**src/rtl/enemy_ctrl.sv**
```systemverilog
// enemy_ctrl -- single enemy sprite layer for the shooter game.
//
// The enemy marches horizontally one step per frame, reverses and drops at
// the side walls, explodes (blinking) when struck by an in-flight bullet and
// ends the game when its bottom edge reaches the player row. Score and the
// sticky game-over flag are maintained here as well.
//
// Optional feature macro: ENEMY_SPEEDUP_EN
//   When defined, the horizontal step grows by one pixel for every four hits
//   (capped at +3) and the larger step also moves the wall-reversal points.
//
// Ports:
//   clk        in   1   pixel-rate clock
//   reset      in   1   synchronous, active-low reset
//   video_on   in   1   visible-area flag
//   pix_x      in  11   current pixel x
//   pix_y      in  11   current pixel y
//   bull_x     in  11   bullet x register from the player block
//   bull_y     in  11   bullet bottom-y register from the player block
//   rgb        out  3   enemy layer colour (000 outside the sprite)
//   enemy_on   out  1   pixel inside enemy box and layer colour non-black
//   hit        out  1   one-clock pulse on a scored hit
//   score      out  8   saturating hit count
//   game_over  out  1   sticky end-of-game flag
module enemy_ctrl #(
  parameter int ENEMY_W     = 16,
  parameter int ENEMY_H     = 12,
  parameter int ENEMY_X0    = 100,
  parameter int ENEMY_Y0    = 20,
  parameter int ENEMY_VX    = 1,
  parameter int ENEMY_DROP  = 8,
  parameter int LAND_Y      = 465,
  parameter int EXPL_FRAMES = 16,
  parameter int BULL_IDLE_Y = 464
) (
  input  logic        clk,
  input  logic        reset,
  input  logic        video_on,
  input  logic [10:0] pix_x,
  input  logic [10:0] pix_y,
  input  logic [10:0] bull_x,
  input  logic [10:0] bull_y,
  output logic [2:0]  rgb,
  output logic        enemy_on,
  output logic        hit,
  output logic [7:0]  score,
  output logic        game_over
);

  localparam logic [10:0] W_M1      = 11'(ENEMY_W - 1);
  localparam logic [10:0] H_M1      = 11'(ENEMY_H - 1);
  localparam logic [10:0] X0        = 11'(ENEMY_X0);
  localparam logic [10:0] Y0        = 11'(ENEMY_Y0);
  localparam logic [10:0] VX        = 11'(ENEMY_VX);
  localparam logic [10:0] DROP      = 11'(ENEMY_DROP);
  localparam logic [10:0] LAND      = 11'(LAND_Y);
  localparam logic [10:0] IDLE_Y    = 11'(BULL_IDLE_Y);
  localparam logic [7:0]  EXPL_LAST = 8'(EXPL_FRAMES - 1);

  typedef enum logic [1:0] {
    ST_ALIVE     = 2'b00,
    ST_EXPLODE   = 2'b01,
    ST_GAME_OVER = 2'b10
  } state_t;

  state_t      state_r, state_s;
  logic [10:0] ex_r, ex_s;
  logic [10:0] ey_r, ey_s;
  logic        dir_r, dir_s;        // 0 = moving right, 1 = moving left
  logic [7:0]  expl_cnt_r, expl_cnt_s;
  logic [7:0]  score_r, score_s;
  logic        hit_r, hit_s;
  logic        game_over_r, game_over_s;

  logic        frame_tick_s;
  logic [10:0] step_s;
  logic [10:0] ex_right_s, ey_bot_s, ey_drop_s;
  logic [10:0] bx_l_s, bx_r_s, by_t_s;
  logic        in_flight_s, overlap_s;
  logic        in_box_s;
  logic [2:0]  colour_s;

  assign frame_tick_s = (pix_y == 11'd481) && (pix_x == 11'd0);

`ifdef ENEMY_SPEEDUP_EN
  logic [1:0] boost_s;

  // Speed bonus: one extra pixel per four hits, capped at three.
  always_comb begin
    if (score_r[7:2] > 6'd3) begin
      boost_s = 2'd3;
    end else begin
      boost_s = score_r[3:2];
    end
  end

  assign step_s = VX + {9'd0, boost_s};
`else
  assign step_s = VX;
`endif

  assign ex_right_s  = ex_r + W_M1;
  assign ey_bot_s    = ey_r + H_M1;
  assign ey_drop_s   = ey_r + DROP;

  // Bullet hit box is a 4-px wide column offset 3 px into the bullet sprite.
  assign bx_l_s      = bull_x + 11'd3;
  assign bx_r_s      = bx_l_s + 11'd3;
  assign by_t_s      = bull_y - 11'd5;
  assign in_flight_s = (bull_y < IDLE_Y);
  assign overlap_s   = (bx_l_s <= ex_right_s) && (bx_r_s >= ex_r) &&
                       (by_t_s <= ey_bot_s)   && (bull_y >= ey_r);

  // Next-state logic: every update is gated by frame_tick; hit self-clears.
  always_comb begin
    state_s     = state_r;
    ex_s        = ex_r;
    ey_s        = ey_r;
    dir_s       = dir_r;
    expl_cnt_s  = expl_cnt_r;
    score_s     = score_r;
    hit_s       = 1'b0;
    game_over_s = game_over_r;
    if (frame_tick_s) begin
      case (state_r)
        ST_ALIVE: begin
          if (in_flight_s && overlap_s) begin
            // A hit takes priority over any move or wall reversal.
            state_s    = ST_EXPLODE;
            expl_cnt_s = 8'd0;
            hit_s      = 1'b1;
            if (score_r != 8'hFF) begin
              score_s = score_r + 8'd1;
            end else begin
              score_s = score_r;
            end
          end else begin
            if (!dir_r && ((ex_right_s + step_s) >= 11'd637)) begin
              dir_s = 1'b1;
              ey_s  = ey_drop_s;
            end else if (dir_r && (ex_r < (11'd3 + step_s))) begin
              dir_s = 1'b0;
              ey_s  = ey_drop_s;
            end else if (dir_r) begin
              ex_s = ex_r - step_s;
            end else begin
              ex_s = ex_r + step_s;
            end
            // Landing check uses the post-move position.
            if ((ey_s + H_M1) >= LAND) begin
              state_s     = ST_GAME_OVER;
              game_over_s = 1'b1;
            end else begin
              game_over_s = game_over_r;
            end
          end
        end
        ST_EXPLODE: begin
          if (expl_cnt_r == EXPL_LAST) begin
            state_s    = ST_ALIVE;
            ex_s       = X0;
            ey_s       = Y0;
            dir_s      = 1'b0;
          end else begin
            expl_cnt_s = expl_cnt_r + 8'd1;
          end
        end
        ST_GAME_OVER: begin
          game_over_s = 1'b1;
        end
        default: begin
          // Unreachable encoding: recover to a clean spawn.
          state_s    = ST_ALIVE;
          ex_s       = X0;
          ey_s       = Y0;
          dir_s      = 1'b0;
          expl_cnt_s = 8'd0;
        end
      endcase
    end else begin
      hit_s = 1'b0;
    end
  end

  // State register with synchronous active-low reset.
  always_ff @(posedge clk) begin
    if (!reset) begin
      state_r     <= ST_ALIVE;
      ex_r        <= X0;
      ey_r        <= Y0;
      dir_r       <= 1'b0;
      expl_cnt_r  <= 8'd0;
      score_r     <= 8'd0;
      hit_r       <= 1'b0;
      game_over_r <= 1'b0;
    end else begin
      state_r     <= state_s;
      ex_r        <= ex_s;
      ey_r        <= ey_s;
      dir_r       <= dir_s;
      expl_cnt_r  <= expl_cnt_s;
      score_r     <= score_s;
      hit_r       <= hit_s;
      game_over_r <= game_over_s;
    end
  end

  // Sprite colour by state; the explosion blinks black every fourth frame.
  always_comb begin
    case (state_r)
      ST_ALIVE:     colour_s = 3'b010;
      ST_EXPLODE: begin
        if (expl_cnt_r[2]) begin
          colour_s = 3'b000;
        end else begin
          colour_s = 3'b101;
        end
      end
      ST_GAME_OVER: colour_s = 3'b001;
      default:      colour_s = 3'b000;
    endcase
  end

  assign in_box_s  = (pix_x >= ex_r) && (pix_x <= ex_right_s) &&
                     (pix_y >= ey_r) && (pix_y <= ey_bot_s);
  assign enemy_on  = in_box_s && (colour_s != 3'b000);
  assign rgb       = (video_on && enemy_on) ? colour_s : 3'b000;
  assign hit       = hit_r;
  assign score     = score_r;
  assign game_over = game_over_r;

endmodule

```
**config.mk**
```make
export PLATFORM = sky130hd
export DESIGN_NAME = enemy_ctrl
export DESIGN_NICKNAME = d
export VERILOG_FILES = /design/src/rtl/enemy_ctrl.sv
export SDC_FILE = /design/constraint.sdc
export NUM_CORES = 1
export LEC_CHECK = 0
export BUFFER_PORTS_ARGS = -buffer_cell sky130_fd_sc_hd__buf_4
export CAP_MARGIN = 10
export CORE_MARGIN = 2
export CORE_UTILIZATION = 50
export CTS_CLUSTER_SIZE = 12
export DETAILED_ROUTE_END_ITERATION = 16
export HOLD_SLACK_MARGIN = 0.06
export PLACE_DENSITY = 0.75
export SYNTH_ARGS = -nofsm -noshare
export SYNTH_HDL_FRONTEND = slang
export SYNTH_SLANG_ARGS = --single-unit
```
**constraint.sdc**
```tcl
create_clock -name clk -period 4.1 [get_ports clk]
set_input_delay 0.41 -clock clk [delete_from_list [all_inputs] [get_ports clk]]
set_output_delay 0.41 -clock clk [all_outputs]
set_load 0.005 [all_outputs]
```
; ---- Yosys cells after proc, flatten, opt, wreduce, memory -nomap -nowiden
; Cells that the tools add are included.
; W data, S select, Z words.
[op_classes]
n_reduce_logical = 25
add_sub_neg = 12
bitwise_logic = 1
n_eq_ne = 14
muxes = 33
n_lt_le_gt_ge = 12
[op_table]
columns = operator, count
row1 = $mux W11, 12
row2 = $pmux W11 S3, 2
row3 = $add A11 B4 Y11 const B, 4
row4 = $ge A11 B11 Y1, 4
row5 = $le A11 B11 Y1, 4
row6 = $pmux W8 S3, 1
row7 = $add A11 B1 Y11 const B, 2
row8 = $add A11 B2 Y11 const B, 2
row9 = $reduce_and A4 Y1, 5
row10 = $add A8 B1 Y8 const B, 2
row11 = $mux W8, 2
row12 = $ne A2 B2 Y1 const B, 7
row13 = $logic_and A1 B1 Y1, 12
row14 = $eq A11 B9 Y1 const B, 1
row15 = $ge A11 B10 Y1 const B, 1
row16 = $ge A11 B9 Y1 const B, 1
row17 = $logic_not A11 Y1, 1
row18 = $lt A11 B3 Y1 const B, 1
row19 = $lt A11 B9 Y1 const B, 1
row20 = $sub A11 B1 Y11 const B, 1
row21 = $sub A11 B3 Y11 const B, 1
row22 = $pmux W3 S3, 1
row23 = $eq A8 B4 Y1 const B, 1
row24 = $ne A8 B8 Y1 const B, 1
row25 = other kinds (17), 27
[totals]
word_cells = 105
out_inout_bits = 14
input_bits = 47
regBits = 43

; ---- Longest topological paths before layout
; Gate-level depths: netlist (run 1).
[logic_depth]
depth_word = 15
mapped_depth = 20
mapped_depth_nobuf = 19

; ---- Worst setup path after synthesis (run 1)
; No wires, ideal clock.
[synth_path]
kind = input-to-reg
startpoint = input bull_x[0]
endpoint = register expl_cnt_r[4]
arrival_ns = 3.839
n_path_buf = 0
slack_ns = 0.202
cell_stages = 19
required_ns = 4.041
setup_ns = 0.059
path_cell_list = inv_1 ha_1 nor2_1 xor2_1 nand2_1 nor2_1 nand2_1 nor2_1 nand4_1 xnor2_1 ha_1 nand4_1 nor2_1 o21ai_0 a2111oi_2 nand3_1 a21oi_1 and3_1 a22o_1
[synth_between]
elab_chain_cells = 9
[synth_rtl]
columns = element, line
row1 = "start, declared", 41  ; input logic [10:0] bull_x,
row2 = $add A11 B2 Y11 (*), 107  ; assign bx_l_s = bull_x + 11'd3;
row3 = $add A11 B2 Y11, 108  ; assign bx_r_s = bx_l_s + 11'd3;
row4 = $ge A11 B11 Y1, 111  ; assign overlap_s = (bx_l_s <= ex_right_s) && (bx_r_s >= ex_r) &&
row5 = $logic_and A1 B1 Y1 (*) (2 in series), 111
row6 = $logic_and A1 B1 Y1 (*), 112  ; (by_t_s <= ey_bot_s) && (bull_y >= ey_r);
row7 = $logic_and A1 B1 Y1 (*), 127  ; if (in_flight_s && overlap_s) begin
row8 = $ne A2 B2 Y1 (no source line) (*), --
row9 = $reduce_and A4 Y1 (no source line) (*), --
row10 = "end signal, assigned", 201  ; expl_cnt_r <= expl_cnt_s;
row11 = "end, declared", 70  ; logic [7:0] expl_cnt_r, expl_cnt_s;
; Mark *: on every way between the ends. The rest lies on a longest branch, timed or not.
; A chain may end at the register's enable or synchronous reset.

; ---- Worst setup path after layout (run 1)
[layout_path]
startpoint = register ex_r[1]
endpoint = output rgb[0]
[layout_between]
elab_chain_cells = 8
[layout_rtl]
columns = element, line
row1 = "start, declared", 67  ; logic [10:0] ex_r, ex_s;
row2 = "start signal, assigned", 198  ; ex_r <= ex_s;
row3 = $add A11 B4 Y11, 102  ; assign ex_right_s = ex_r + W_M1;
row4 = $le A11 B11 Y1, 224  ; assign in_box_s = (pix_x >= ex_r) && (pix_x <= ex_right_s) &&
row5 = $logic_and A1 B1 Y1 (*) (2 in series), 224
row6 = $logic_and A1 B1 Y1 (*), 225  ; (pix_y >= ey_r) && (pix_y <= ey_bot_s);
row7 = $logic_and A1 B1 Y1 (*), 226  ; assign enemy_on = in_box_s && (colour_s != 3'b000);
row8 = $logic_and A1 B1 Y1 (*), 227  ; assign rgb = (video_on && enemy_on) ? colour_s : 3'b000;
row9 = $mux W3 (*), 227
row10 = "end, declared", 43  ; output logic [2:0] rgb,
; Marked as above.

==> out/qor.log, run 1 <==
qor: outcome.outcome complete, no violations
qor: yosys.synth.avg_cell_area 7.87 um^2
qor: yosys.sequential_fraction_of_the_synthesis_area 14.9%
qor: sta.final_max_slew_viol_count 0
qor: global_route.track_usage 25.6%
qor: yosys.synthCells 699
qor: die.rows 38
qor: setup_path.crit_type register to primary output
qor: setup_path.cp.buffers_inverters 3
qor: setup_path.timing.rr.start ey_r[6]$_SDFFE_PN0P_
qor: yosys.synthesis.area 0.00550 mm^2
qor: power.power.ir.vdd_worst 0.200 mV
qor: die.boundaryPins 61
qor: setup_path.critical_path.cell_chain inv_2 -> ha_4 -> buf_6 -> nor3b_4 -> xnor2_2 -> ha_1 -> o21a_1 -> o21a_1 -> o21ai_2 -> a21oi_2 -> o311ai_2 -> nand4_1 -> a2111oi_2 -> buf_4
qor: yosys.synthArstFlopShare 0%
qor: layout.area_occupied_by_multi_input_gates 0.00450 mm^2
qor: placement.place.detailed.hpwl 12000 um
qor: sta.relative_slew_slack 21.1%
qor: yosys.yosys_most_used_dff dfxtp_1
qor: setup_path.ff2ff_path_depth 15
qor: sta.post-route-period-util 95.7%
qor: yosys.synth_top_area_share 22.8%
qor: detailed_routing.avgViaCountPerCell 6.05
qor: layout.finalNetCount 917
qor: layout.num_antenna_cells 0
qor: setup_path.rr_endpoint expl_cnt_r[5]$_SDFFE_PN0P_
qor: power.p_leak 2.70 nW
qor: global_route.grt_pass1_vias 5211
qor: placement.port-buffer-count 60
qor: placement.finalWeightedCongestion 0.978
qor: clock_tree.cts.repair_timing.setup_buffer_count 0
qor: clock_tree.clockBufferDepth 2
qor: power.power-per-cell-area 151 mW/mm^2
qor: setup_path.crit_slowest_cell a2111oi_2
qor: worst_hold_path.worstHoldStart reset
qor: clock_tree.path_clk_slew 0.08 ns
qor: clock_tree.cts-root-buf clkbuf_8
qor: layout.final_layout_size_suffix_gt1_share 16.9%
qor: layout.mostFrequentLayoutCell ha_1
qor: layout.fill_cells 961
qor: sta.final-setup-viol-count 0
qor: detailed_routing.post-route-drc-count 0
qor: sta.fin_hold_ws 0.367 ns
qor: clock_tree.cts_tree built
qor: power.finalPower 0.000967 W
qor: global_route.grt_start_max_net_pins 35
qor: worst_hold_path.min_delay_worst_endpoint ey_r[4]$_SDFFE_PN1P_
qor: setup_path.worstPathArrival 3.51 ns
qor: clock_tree.cts_buffers 5
qor: yosys.ys_warn_count 0
qor: detailed_routing.wl_per_cell 16.5 um
qor: sta.worst-slew-pin-transition 1.18 ns
qor: yosys.synth_top_area_cell ha_1
qor: sta.period_needed 3.92 ns
qor: yosys.synth.lib_cells_used.distinct 77
qor: die.fp.dieW 109 um
qor: detailed_routing.routed-via-count 5506
qor: global_route.antenna_found_initial 0
qor: worst_hold_path.hold_depth 2
qor: detailed_routing.drt-total-wl 15000 um
qor: setup_path.timing.critical_path.required 3.69 ns
qor: setup_path.critical-path-top-delay-family compound AO/OA/AOI/OAI gates
qor: global_route.grt.overflow.total 0
qor: layout.register_area 823 um^2
qor: sta.worst_clock_skew 0.0102 ns
qor: worst_hold_path.min_path_type primary input to register
qor: setup_path.crit_path_end_kind primary output
qor: setup_path.timing.critical_path.fanout_max 6
qor: setup_path.ff2ff_setup_slack 0.21 ns
qor: setup_path.critical-path-top-cell-by-count o21a_1
qor: global_route.grt_first_pass_wirelength 24500 um
qor: placement.place_area 0.00621 mm^2
qor: detailed_routing.first_pass_iteration_count_of_the_detailed_router 5
qor: layout.areaGrowthSynthToFinish 16.7%
qor: yosys.mappedNetlistNets 847
qor: die.fp.dieArea 0.0119 mm^2
qor: setup_path.start_kind register
qor: detailed_routing.postRouteAntennaNets 0
qor: die.starting_density_of_the_core 50.9%
qor: sta.finalHoldViolCount 0
qor: die.core 0.0108 mm^2
qor: layout.layout_common_cells ha_1 (99), buf_4 (84), nor2_1 (51)
qor: setup_path.max_stage_delay 0.43 ns
qor: clock_tree.cts_max_level 2
qor: sta.fmax 0.255 GHz
qor: run.max_cap_viol_count 0
qor: clock_tree.skew_pair_late_insertion_delay 0.30 ns
qor: detailed_routing.detailedRoute.firstIterationViolations 298
qor: yosys.synth-edff-count 0
qor: die.floorplan.die.height 109 um
qor: yosys.ys_ff_latch 41
qor: clock_tree.ctsHoldBuffers 0
qor: layout.final_design_area_no_fill 0.00642 mm^2
qor: clock_tree.clkSinkCount 41
qor: yosys.ys_top_cells_by_area ha_1 (23%), dfxtp_1 (15%), xnor2_1 (7.0%)
through the flow:
step / utilization (%) / cells / setup TNS [ns] / setup WS, ns
CTS: 58.7 / 910 / 0 / 0.0364
global route: 59.4 / 910 / -0.0101 / -0.0101
floorplan: - / 699 / 0 / 0.202
global placement: 57.6 / 902 / 0 / 0.164
finish: 59.4 / 910 / 0 / 0.176
detailed placement: 57.6 / 902 / 0 / 0.0537
worst max-delay path by stage:
stage,slack [ns],endpoint,cells after the start,from
2_1_floorplan,0.20,expl_cnt_r[4]$_SDFFE_PN0P_,19,bull_x[0]
3_3_place_gp,0.16,expl_cnt_r[4]$_SDFFE_PN0P_,22,bull_x[0]
3_5_place_dp,0.05,expl_cnt_r[5]$_SDFFE_PN0P_,19,bull_x[0]
4_1_cts,0.04,rgb[0],14,ex_r[0]$_SDFFE_PN0P_
5_1_grt,-0.01,rgb[0],14,ex_r[1]$_SDFFE_PN0P_
6_report,0.18,rgb[0],14,ex_r[1]$_SDFFE_PN0P_
final cells by class:
type / count / area share [%]
Clock buffer: 6 / 1.13
Clock inverter: 2 / 0.605
Inverter: 44 / 2.57
Multi-Input combinational cell: 592 / 70.1
Sequential cell: 41 / 12.8
Tap cell: 140 / 2.73
Timing Repair Buffer: 85 / 10.0
per-layer routing:
metal	wire, um	track usage [%]	up-vias	part of all wire (%)
met5	0	0	-	0
met4	246	6.41	0	1.6
met3	698	3.35	27	4.6
met2	7300	44.4	167	49
met1	6780	33.4	2573	45
li1	-	-	2739	-
flip-flops by register name, summed over array words and instances (netlist names):
register and cells:
hit 1, dir_r 1, ex_r 11, state_r 2, expl_cnt_r 8, score 8, game_over 1, ey_r 9
Yosys cell counts, types with 2 or more instances:
library cell,n
nand4_1,26
o21bai_1,4
and3_1,13
dfxtp_1,41
nor3_1,21
o211ai_1,8
a311oi_1,3
xor2_1,19
o21a_1,22
o22ai_1,7
o21ai_0,29
a22oi_1,4
inv_1,43
nand2_1,37
o21ai_1,9
a22o_1,5
nor2_2,2
nand3_1,18
nand2b_1,10
buf_2,3
clkbuf_1,16
a2111oi_0,2
and2_1,2
o31ai_1,6
a21oi_1,44
o311a_1,2
nand3b_1,3
a211oi_1,5
xnor2_1,44
mux2i_1,2
or2_2,2
ha_1,100
nor2b_1,10
a21oi_2,3
or4_1,6
nor2_1,52
o31a_1,2
a21o_1,14
nor4_1,13
a31oi_1,6
or3_1,5
repair_timing:
item / CTS / global route
gates resized for setup: 1 / 22
setup endpoints to repair: 2 / 15
pin swaps: 0 / 8
worst reg2reg max path, cell delays in order, from the launching register on:
cell and delay (ns):
dfxtp_1 0.39, inv_1 0.16, nor4_1 0.44, nand3_1 0.25
xnor2_1 0.23, ha_1 0.37, nand4_1 0.11, nor3_1 0.23
o21ai_0 0.17, a2111oi_2 0.31, buf_4 0.20, nand3_1 0.15
a21oi_1 0.20, buf_4 0.19, and3_1 0.27, a22o_1 0.17
power by group:
group             switching (W)  internal, W
Sequential     0.00000000000406     0.000398
Clock                  0.000148     0.000183
Combinational          0.000126     0.000113
cell families (layout without fill, tap and decap cells):
group / count (synthesis) / after routing / synth area share, %
AOI/OAI and AO/OA: 194 / 194 / 24.4
DFF: 41 / 41 / 14.9
xor gates and xnor gates: 63 / 63 / 10.0
buffers and inverters: 66 / 137 / 4.78
adders and majority gates: 101 / 101 / 23.1
and+or+nand+nor: 231 / 231 / 22.2
muxes: 3 / 3 / 0.569
Power figures use the tool's default switching activity.
==> run 2, diff against run 1 <==
--- a/config.mk
+++ b/config.mk
@@ -7,6 +7,7 @@
 export LEC_CHECK = 0
 export BUFFER_PORTS_ARGS = -buffer_cell sky130_fd_sc_hd__buf_4
 export CAP_MARGIN = 10
+export CORE_ASPECT_RATIO = 1.25
 export CORE_MARGIN = 2
 export CORE_UTILIZATION = 50
 export CTS_CLUSTER_SIZE = 12
==> run 2 against run 1 <==
Clock skew fell by 0.0056 ns. Die area barely moved. Total power increased by 20%. Critical endpoint is now enemy_on. Largest cell class unchanged.
==> out/qor.log, run 2 (same netlist as run 1, synthesis figures left out) <==
qor: clock_tree.clockBufferDepth 2 [unchanged]
qor: sta.worst_clock_skew 0.00460 ns [-0.00561 ns]
qor: layout.max_flop_register ex_r
qor: setup_path.crit_path_end_kind primary output
qor: setup_path.critPathLaunch ex_r[0]$_SDFFE_PN0P_
qor: detailed_routing.wl_per_cell 17.9 um [+8.7%]
qor: sta.final.setup.worst_slack 0.158 ns [-0.0175 ns]
qor: layout.layout_common_cells ha_1 (99), buf_4 (93), nor2_1 (49)
qor: detailed_routing.avgViaCountPerCell 6.29 [+4.0%]
qor: worst_hold_path.worstHoldStart reset
qor: placement.place_area 0.00620 mm^2 [-0.16%]
qor: layout.fill_cells 951 [-1.0%]
qor: clock_tree.cts-root-buf clkbuf_16
qor: die.floorplan.die.height 121 um [+11%]
qor: detailed_routing.post-route-drc-count 0 [unchanged]
qor: sta.fin_hold_ws 0.400 ns [+0.0334 ns]
qor: global_route.grt_first_pass_wirelength 26800 um [+9.5%]
qor: clock_tree.cts_max_level 2 [unchanged]
qor: detailed_routing.m1WireLength 6520 um [-3.7%]
qor: sta.finalHoldViolCount 0 [unchanged]
qor: sta.post-route-period-util 96.1% [+0.43 points]
qor: sta.final_max_slew_viol_count 0 [unchanged]
qor: die.rows 42 [+11%]
qor: layout.layout.core_utilization 61.4% [+1.9 points]
qor: setup_path.timing.critical_path.fanout_max 6 [unchanged]
qor: clock_tree.path_clk_slew 0.06 ns [-0.02 ns]
qor: layout.largest_reg_flops 11 [unchanged]
qor: detailed_routing.detailedRoute.firstIterationViolations 292 [-2.0%]
qor: global_route.track_usage 27.2% [+1.6 points]
qor: clock_tree.clkSinkCount 41 [unchanged]
qor: power.p_leak 2.77 nW [+2.7%]
qor: global_route.grt_pass1_vias 5859 [+12%]
qor: global_route.antenna_found_initial 0 [unchanged]
qor: layout.finalNetCount 925 [+0.87%]
qor: layout.final_layout_size_suffix_gt1_share 17.7% [+0.85 points]
qor: global_route.grt.overflow.total 0 [unchanged]
qor: placement.port-buffer-count 60 [unchanged]
qor: clock_tree.cts_buffers 5 [unchanged]
qor: placement.finalWeightedCongestion 0.961 [-1.7%]
qor: clock_tree.cts_tree built
qor: detailed_routing.drt-total-wl 16300 um [+8.7%]
qor: detailed_routing.met3RoutedLength 718 um [+2.9%]
qor: power.power.ir.vdd_worst 0.226 mV [+13%]
qor: die.fp.dieW 97.8 um [-10%]
qor: detailed_routing.first_pass_iteration_count_of_the_detailed_router 5 [unchanged]
qor: setup_path.worstPathArrival 3.53 ns [+0.02 ns]
qor: power.power-per-cell-area 178 mW/mm^2 [+18%]
qor: sta.relative_slew_slack 27.5% [+6.5 points]
qor: layout.largest_registers ex_r (11), ey_r (9)
qor: sta.totalNegativeSetupSlack 0 ns [unchanged]
qor: sta.final-setup-viol-count 0 [unchanged]
qor: die.starting_density_of_the_core 51.5% [+0.60 points]
qor: clock_tree.ctsHoldBuffers 0 [unchanged]
qor: layout.num_antenna_cells 0 [unchanged]
qor: run.max_cap_viol_count 0 [unchanged]
qor: setup_path.crit_type register to primary output
qor: layout.areaGrowthSynthToFinish 19.1%
qor: die.fp.dieArea 0.0119 mm^2 [about the same]
qor: clock_tree.skew_pair_late_insertion_delay 0.29 ns [about the same]
qor: setup_path.timing.rr.start ey_r[4]$_SDFFE_PN1P_
qor: detailed_routing.dr.max_layer_used met4
qor: sta.period_needed 3.94 ns [+0.0175 ns]
qor: global_route.grt_start_max_net_pins 35 [unchanged]
qor: placement.place.detailed.hpwl 12900 um [+7.0%]
qor: die.core 0.0107 mm^2 [-1.2%]
qor: layout.final_design_area_no_fill 0.00655 mm^2 [+2.0%]
qor: detailed_routing.met2WireLength 8240 um [+13%]
qor: sta.worst-slew-pin-transition 1.09 ns [-0.0967 ns]
qor: detailed_routing.routed-via-count 5727 [+4.0%]
qor: sta.fmax 0.254 GHz [-0.44%]
qor: placement.dp_slack -0.0243 ns [-0.0779 ns]
qor: setup_path.start_kind register
qor: sta.rsz0062_at_grt true
qor: setup_path.timing.critical_path.required 3.69 ns [about the same]
qor: worst_hold_path.min_path_type primary input to register
qor: detailed_routing.postRouteAntennaNets 0 [unchanged]
qor: layout.mostFrequentLayoutCell ha_1
qor: outcome.outcome complete, no violations
qor: die.boundaryPins 61 [unchanged]
[run 2: what timing repair did]
item                                    in CTS  in global routing
endpoints found under the setup margin       4                 25
setup buffers                                3                  5
pin swaps                                    1                 11
gates resized for setup                      3                 19
gates cloned                                 0                  0
[run 2: final timing paths]
kind	to	slack, ns	depth (start not counted)
hold / removal	ey_r[4]$_SDFFE_PN1P_	0.40	2
setup / recovery	enemy_on	0.16	15
setup reg to reg	expl_cnt_r[3]$_SDFFE_PN0P_	0.31	15
hold reg to reg	expl_cnt_r[1]$_SDFFE_PN0P_	0.49	2
[run 2: cell type report]
| class | count | area (um^2) | area share (%) |
|---|---|---|---|
| flip-flops and latches | 41 | 821 | 12.5 |
| well taps | 132 | 165 | 2.52 |
| clock buffers | 5 | 125 | 1.91 |
| repair buffers | 93 | 698 | 10.7 |
| clock inverters | 3 | 68.8 | 1.05 |
| multi-input cells | 592 | 4500 | 68.8 |
| inverters | 44 | 165 | 2.52 |
[run 2: worst max-delay path, cell delays in order (launching register included)]
cell,delay [ns]
dfxtp_1,0.33
inv_1,0.08
ha_1,0.21
buf_4,0.17
or3b_1,0.41
nand4_1,0.18
xnor2_1,0.16
ha_1,0.38
nand4_1,0.10
or3_1,0.37
o311ai_2,0.12
nand4_1,0.13
buf_4,0.18
buf_4,0.13
nor2_1,0.17
buf_4,0.15
[run 2: power breakdown]
| part | total [W] | leakage (nW) | internal, W | switching (W) |
|---|---|---|---|---|
| Clock | 0.000519 | 0.0944 | 0.000351 | 0.000168 |
| Combinational | 0.000248 | 2.35 | 0.000117 | 0.000131 |
| Sequential | 0.000398 | 0.330 | 0.000398 | 0.00000000000529 |
| Total | 0.00116 | 2.77 | 0.000866 | 0.000299 |
[run 2: metrics by stage]
stage,cells,total power (W)
floorplan,699,0.000546
global placement,894,0.000631
detailed placement,894,0.000642
CTS,905,0.00116
global route,910,0.00121
finish,910,0.00116
[run 2: metal layers]
metal	track usage (%)	vias up
met3	2.25	73
met2	49.8	217
met4	14.6	0
li1	-	2759
met1	31.2	2678
met5	0	-
==> run 3, diff against run 2 <==
--- a/config.mk
+++ b/config.mk
@@ -9,11 +9,11 @@
 export CAP_MARGIN = 10
 export CORE_ASPECT_RATIO = 1.25
 export CORE_MARGIN = 2
-export CORE_UTILIZATION = 50
+export CORE_UTILIZATION = 55
 export CTS_CLUSTER_SIZE = 12
 export DETAILED_ROUTE_END_ITERATION = 16
 export HOLD_SLACK_MARGIN = 0.06
-export PLACE_DENSITY = 0.75
+export PLACE_DENSITY = 0.82
 export SYNTH_ARGS = -nofsm -noshare
 export SYNTH_HDL_FRONTEND = slang
 export SYNTH_SLANG_ARGS = --single-unit
==> run 3 against run 2 <==
Sequential power barely moved. Global-route usage is 2.4 points higher. Sequential cell count unchanged. Worst setup slack worse by 0.0013 ns. Critical path type unchanged. Largest cell class unchanged. Largest power group unchanged.
==> out/qor.log, run 3 (same netlist as run 1, synthesis figures left out) <==
qor: global_route.track_usage 29.6% [+2.4 points]
qor: layout.layout_common_cells ha_1 (98), buf_4 (84), nor2_1 (49)
qor: die.rows 40 [-4.8%]
qor: sta.final_max_slew_viol_count 0 [unchanged]
qor: detailed_routing.avgViaCountPerCell 6.37 [+1.2%]
qor: power.pwr-share-seq 37.3% [+3.1 points]
qor: placement.place.detailed.hpwl 12400 um [-3.5%]
qor: setup_path.critical-path-top-delay-family simple AND/OR/NAND/NOR gates
qor: sta.worst-slew-pin-transition 1.20 ns [+0.111 ns]
qor: setup_path.crit_path_end_kind primary output
qor: run.max_cap_viol_count 0 [unchanged]
qor: setup_path.critical-path-top-cell-by-count buf_4
qor: layout.max_flop_register ex_r
qor: clock_tree.cts_buffers 5 [unchanged]
qor: die.starting_density_of_the_core 56.9% [+5.4 points]
qor: setup_path.timing.rr.start ex_r[0]$_SDFFE_PN0P_
qor: placement.port-buffer-count 60 [unchanged]
qor: die.core 0.00966 mm^2 [-9.5%]
qor: global_route.antenna_found_initial 0 [unchanged]
qor: setup_path.rr_endpoint ex_r[0]$_SDFFE_PN0P_
qor: setup_path.crit_slowest_cell xnor2_1
qor: global_route.grt_first_pass_wirelength 26000 um [-2.8%]
qor: sta.period_needed 3.94 ns [+0.00134 ns]
qor: clock_tree.cts_max_level 2 [unchanged]
qor: sta.fin_hold_ws 0.397 ns [-0.00295 ns]
qor: outcome.outcome complete, no violations
qor: sta.post-route-period-util 96.2% [about the same]
qor: setup_path.start_kind register
qor: detailed_routing.wl_per_cell 17.8 um [-0.68%]
qor: setup_path.ff2ff_path_depth 16 [+1]
qor: setup_path.ff2ff_setup_slack 0.17 ns [-0.14 ns]
qor: clock_tree.ctsHoldBuffers 0 [unchanged]
qor: clock_tree.clkSinkCount 41 [unchanged]
qor: power.power-per-cell-area 165 mW/mm^2 [-7.3%]
qor: setup_path.critical_path.cell_chain buf_4 -> nor4_1 -> buf_4 -> nor3_1 -> xnor2_1 -> ha_1 -> nand3_1 -> or3_1 -> o311ai_1 -> nand4_1 -> buf_4 -> a2111oi_2 -> buf_4
qor: layout.num_antenna_cells 0 [unchanged]
qor: global_route.use_met2 54.2% [+4.4 points]
qor: clock_tree.cts-root-buf clkbuf_16
qor: setup_path.crit_type register to primary output
qor: setup_path.cp.buffers_inverters 4 [-1]
qor: sta.fmax 0.254 GHz [about the same]
qor: setup_path.max_stage_delay 0.58 ns [+0.17 ns]
qor: setup_path.worstPathArrival 3.53 ns [about the same]
qor: global_route.groute.layer.met1.usage 35.8% [+4.6 points]
qor: worst_hold_path.min_path_type primary input to register
qor: power.net_switching_component_of_the_power 0.000294 W [-1.8%]
qor: die.fp.dieArea 0.0108 mm^2 [-8.8%]
qor: layout.area_occupied_by_multi_input_gates 0.00451 mm^2 [about the same]
qor: setup_path.timing.critical_path.required 3.69 ns [about the same]
qor: power.clock_power_share 40.1% [-4.5 points]
qor: detailed_routing.first_pass_iteration_count_of_the_detailed_router 7 [+2]
qor: power.p_leak 2.73 nW [-1.4%]
qor: detailed_routing.post-route-drc-count 0 [unchanged]
qor: global_route.busiest_layer met2
qor: layout.areaGrowthSynthToFinish 17.6%
qor: sta.totalNegativeSetupSlack 0 ns [unchanged]
qor: clock_tree.clockBufferDepth 2 [unchanged]
qor: detailed_routing.routed-via-count 5715 [-0.21%]
qor: power.pwr-share-comb 22.6% [+1.3 points]
qor: sta.relative_slew_slack 20.1% [-7.4 points]
qor: setup_path.timing.critical_path.fanout_max 12 [+6]
qor: layout.mostFrequentLayoutCell ha_1
qor: worst_hold_path.worstHoldStart reset
qor: layout.finalNetCount 918 [-0.76%]
qor: detailed_routing.drt-total-wl 16000 um [-2.1%]
qor: power.cell_internal_pwr 0.000773 W [-11%]
qor: die.boundaryPins 61 [unchanged]
qor: layout.fill_cells 829 [-13%]
qor: power.power.ir.vdd_worst 0.152 mV [-33%]
qor: layout.largest_registers ex_r (11), ey_r (9)
qor: placement.finalWeightedCongestion 1.02 [+6.1%]
qor: sta.finalHoldViolCount 0 [unchanged]
qor: die.fp.dieW 93.4 um [-4.5%]
qor: clock_tree.skew_pair_late_insertion_delay 0.29 ns [about the same]
qor: worst_hold_path.min_delay_worst_endpoint ey_r[4]$_SDFFE_PN1P_
qor: placement.place_area 0.00616 mm^2 [-0.73%]
qor: sta.final-setup-viol-count 0 [unchanged]
qor: power.power.share.switching 27.5% [+1.9 points]
qor: layout.largest_reg_flops 11 [unchanged]
qor: detailed_routing.postRouteAntennaNets 0 [unchanged]
qor: worst_hold_path.hold_depth 2 [unchanged]
qor: layout.final_design_area_no_fill 0.00646 mm^2 [-1.3%]
qor: global_route.met3_usage 2.80% [+0.55 points]
qor: global_route.grt.overflow.total 0 [unchanged]
qor: layout.register_area 821 um^2 [unchanged]
qor: die.floorplan.die.height 116 um [-4.5%]
qor: detailed_routing.detailedRoute.firstIterationViolations 394 [+35%]
qor: layout.final_layout_size_suffix_gt1_share 17.4% [-0.36 points]
qor: global_route.grt_pass1_vias 5567 [-5.0%]
qor: clock_tree.path_clk_slew 0.07 ns [about the same]
qor: sta.worst_clock_skew 0.00935 ns [+0.00476 ns]
qor: global_route.grt_start_max_net_pins 35 [unchanged]
qor: clock_tree.cts_tree built
==> run 3: cell count changes in the layout (fill, tap and decap cells not counted), sizes merged <==
cell    delta
buf        -7
bufinv     -2
clkbuf     +2
==> run 3: worst max-delay path by stage <==
stage | to | slack (ns) | cells past startpoint | from
floorplan | expl_cnt_r[4]$_SDFFE_PN0P_ | 0.20 | 19 | bull_x[0]
global placement | expl_cnt_r[4]$_SDFFE_PN0P_ | 0.07 | 22 | bull_x[0]
detailed placement | ex_r[7]$_SDFFE_PN0P_ | -0.08 | 22 | bull_x[0]
CTS | rgb[0] | 0.003 | 14 | ex_r[1]$_SDFFE_PN0P_
global route | ey_r[5]$_SDFFE_PN0P_ | -0.03 | 21 | bull_x[0]
finish | rgb[0] | 0.16 | 13 | ex_r[0]$_SDFFE_PN0P_
==> run 3: final cells by class <==
| class | count | area share (%) |
|---|---|---|
| Sequential cell | 41 | 12.7 |
| Timing Repair Buffer | 86 | 10.1 |
| Clock buffer | 7 | 2.36 |
| Tap cell | 126 | 2.44 |
| Multi-Input combinational cell | 592 | 69.7 |
| Inverter | 44 | 2.56 |
| Clock inverter | 1 | 0.136 |
==> run 3: repair_timing <==
| action | 4_1_cts | 5_1_grt |
|---|---|---|
| gates resized for setup | 2 | 26 |
| setup endpoints to repair | 1 | 33 |
| endpoints found under the hold margin | 0 | 0 |
| pin swaps | 0 | 5 |
| buffers inserted | 0 | 6 |
==> run 3: routing by layer <==
| layer | vias to the layer above | routed length, um |
|---|---|---|
| met5 | - | 0 |
| met4 | 0 | 488 |
| met3 | 47 | 851 |
| met2 | 245 | 8120 |
| met1 | 2686 | 6520 |
| li1 | 2737 | - |
==> run 3: metrics by stage <==
step	worst slack (ns)	instances	util (%)	total power, W
3_5_place_dp	-0.0759	883	63.8	0.000639
5_1_grt	-0.0313	897	66.9	0.00112
2_1_floorplan	0.202	699	-	0.000546
6_report	0.157	897	66.9	0.00107
4_1_cts	0.00288	891	65.5	0.00106
3_3_place_gp	0.0695	883	63.8	0.000629
==> run 3: worst reg2reg max path, stage by stage, from the launching register on <==
cell and delay, ns:
dfxtp_1 0.32, buf_4 0.19, nor4_1 0.35, buf_4 0.20, nor3_1 0.06, xnor2_1 0.58, ha_1 0.38, a21o_1 0.16
a21oi_1 0.25, nand2b_1 0.09, o21ai_1 0.19, buf_4 0.20, a21oi_2 0.09, buf_4 0.18, o2111ai_4 0.27, nand2b_4 0.18
a21oi_1 0.06
==> run 3: power by group through the flow <==
stage               registers [W]  clock network (W)  logic (W)
finish                   0.000398           0.000427   0.000241
global route             0.000398           0.000447   0.000271
CTS                      0.000398           0.000429   0.000233
detailed placement       0.000407                  0   0.000232
global placement         0.000407                  0   0.000222
floorplan                0.000407                  0   0.000139
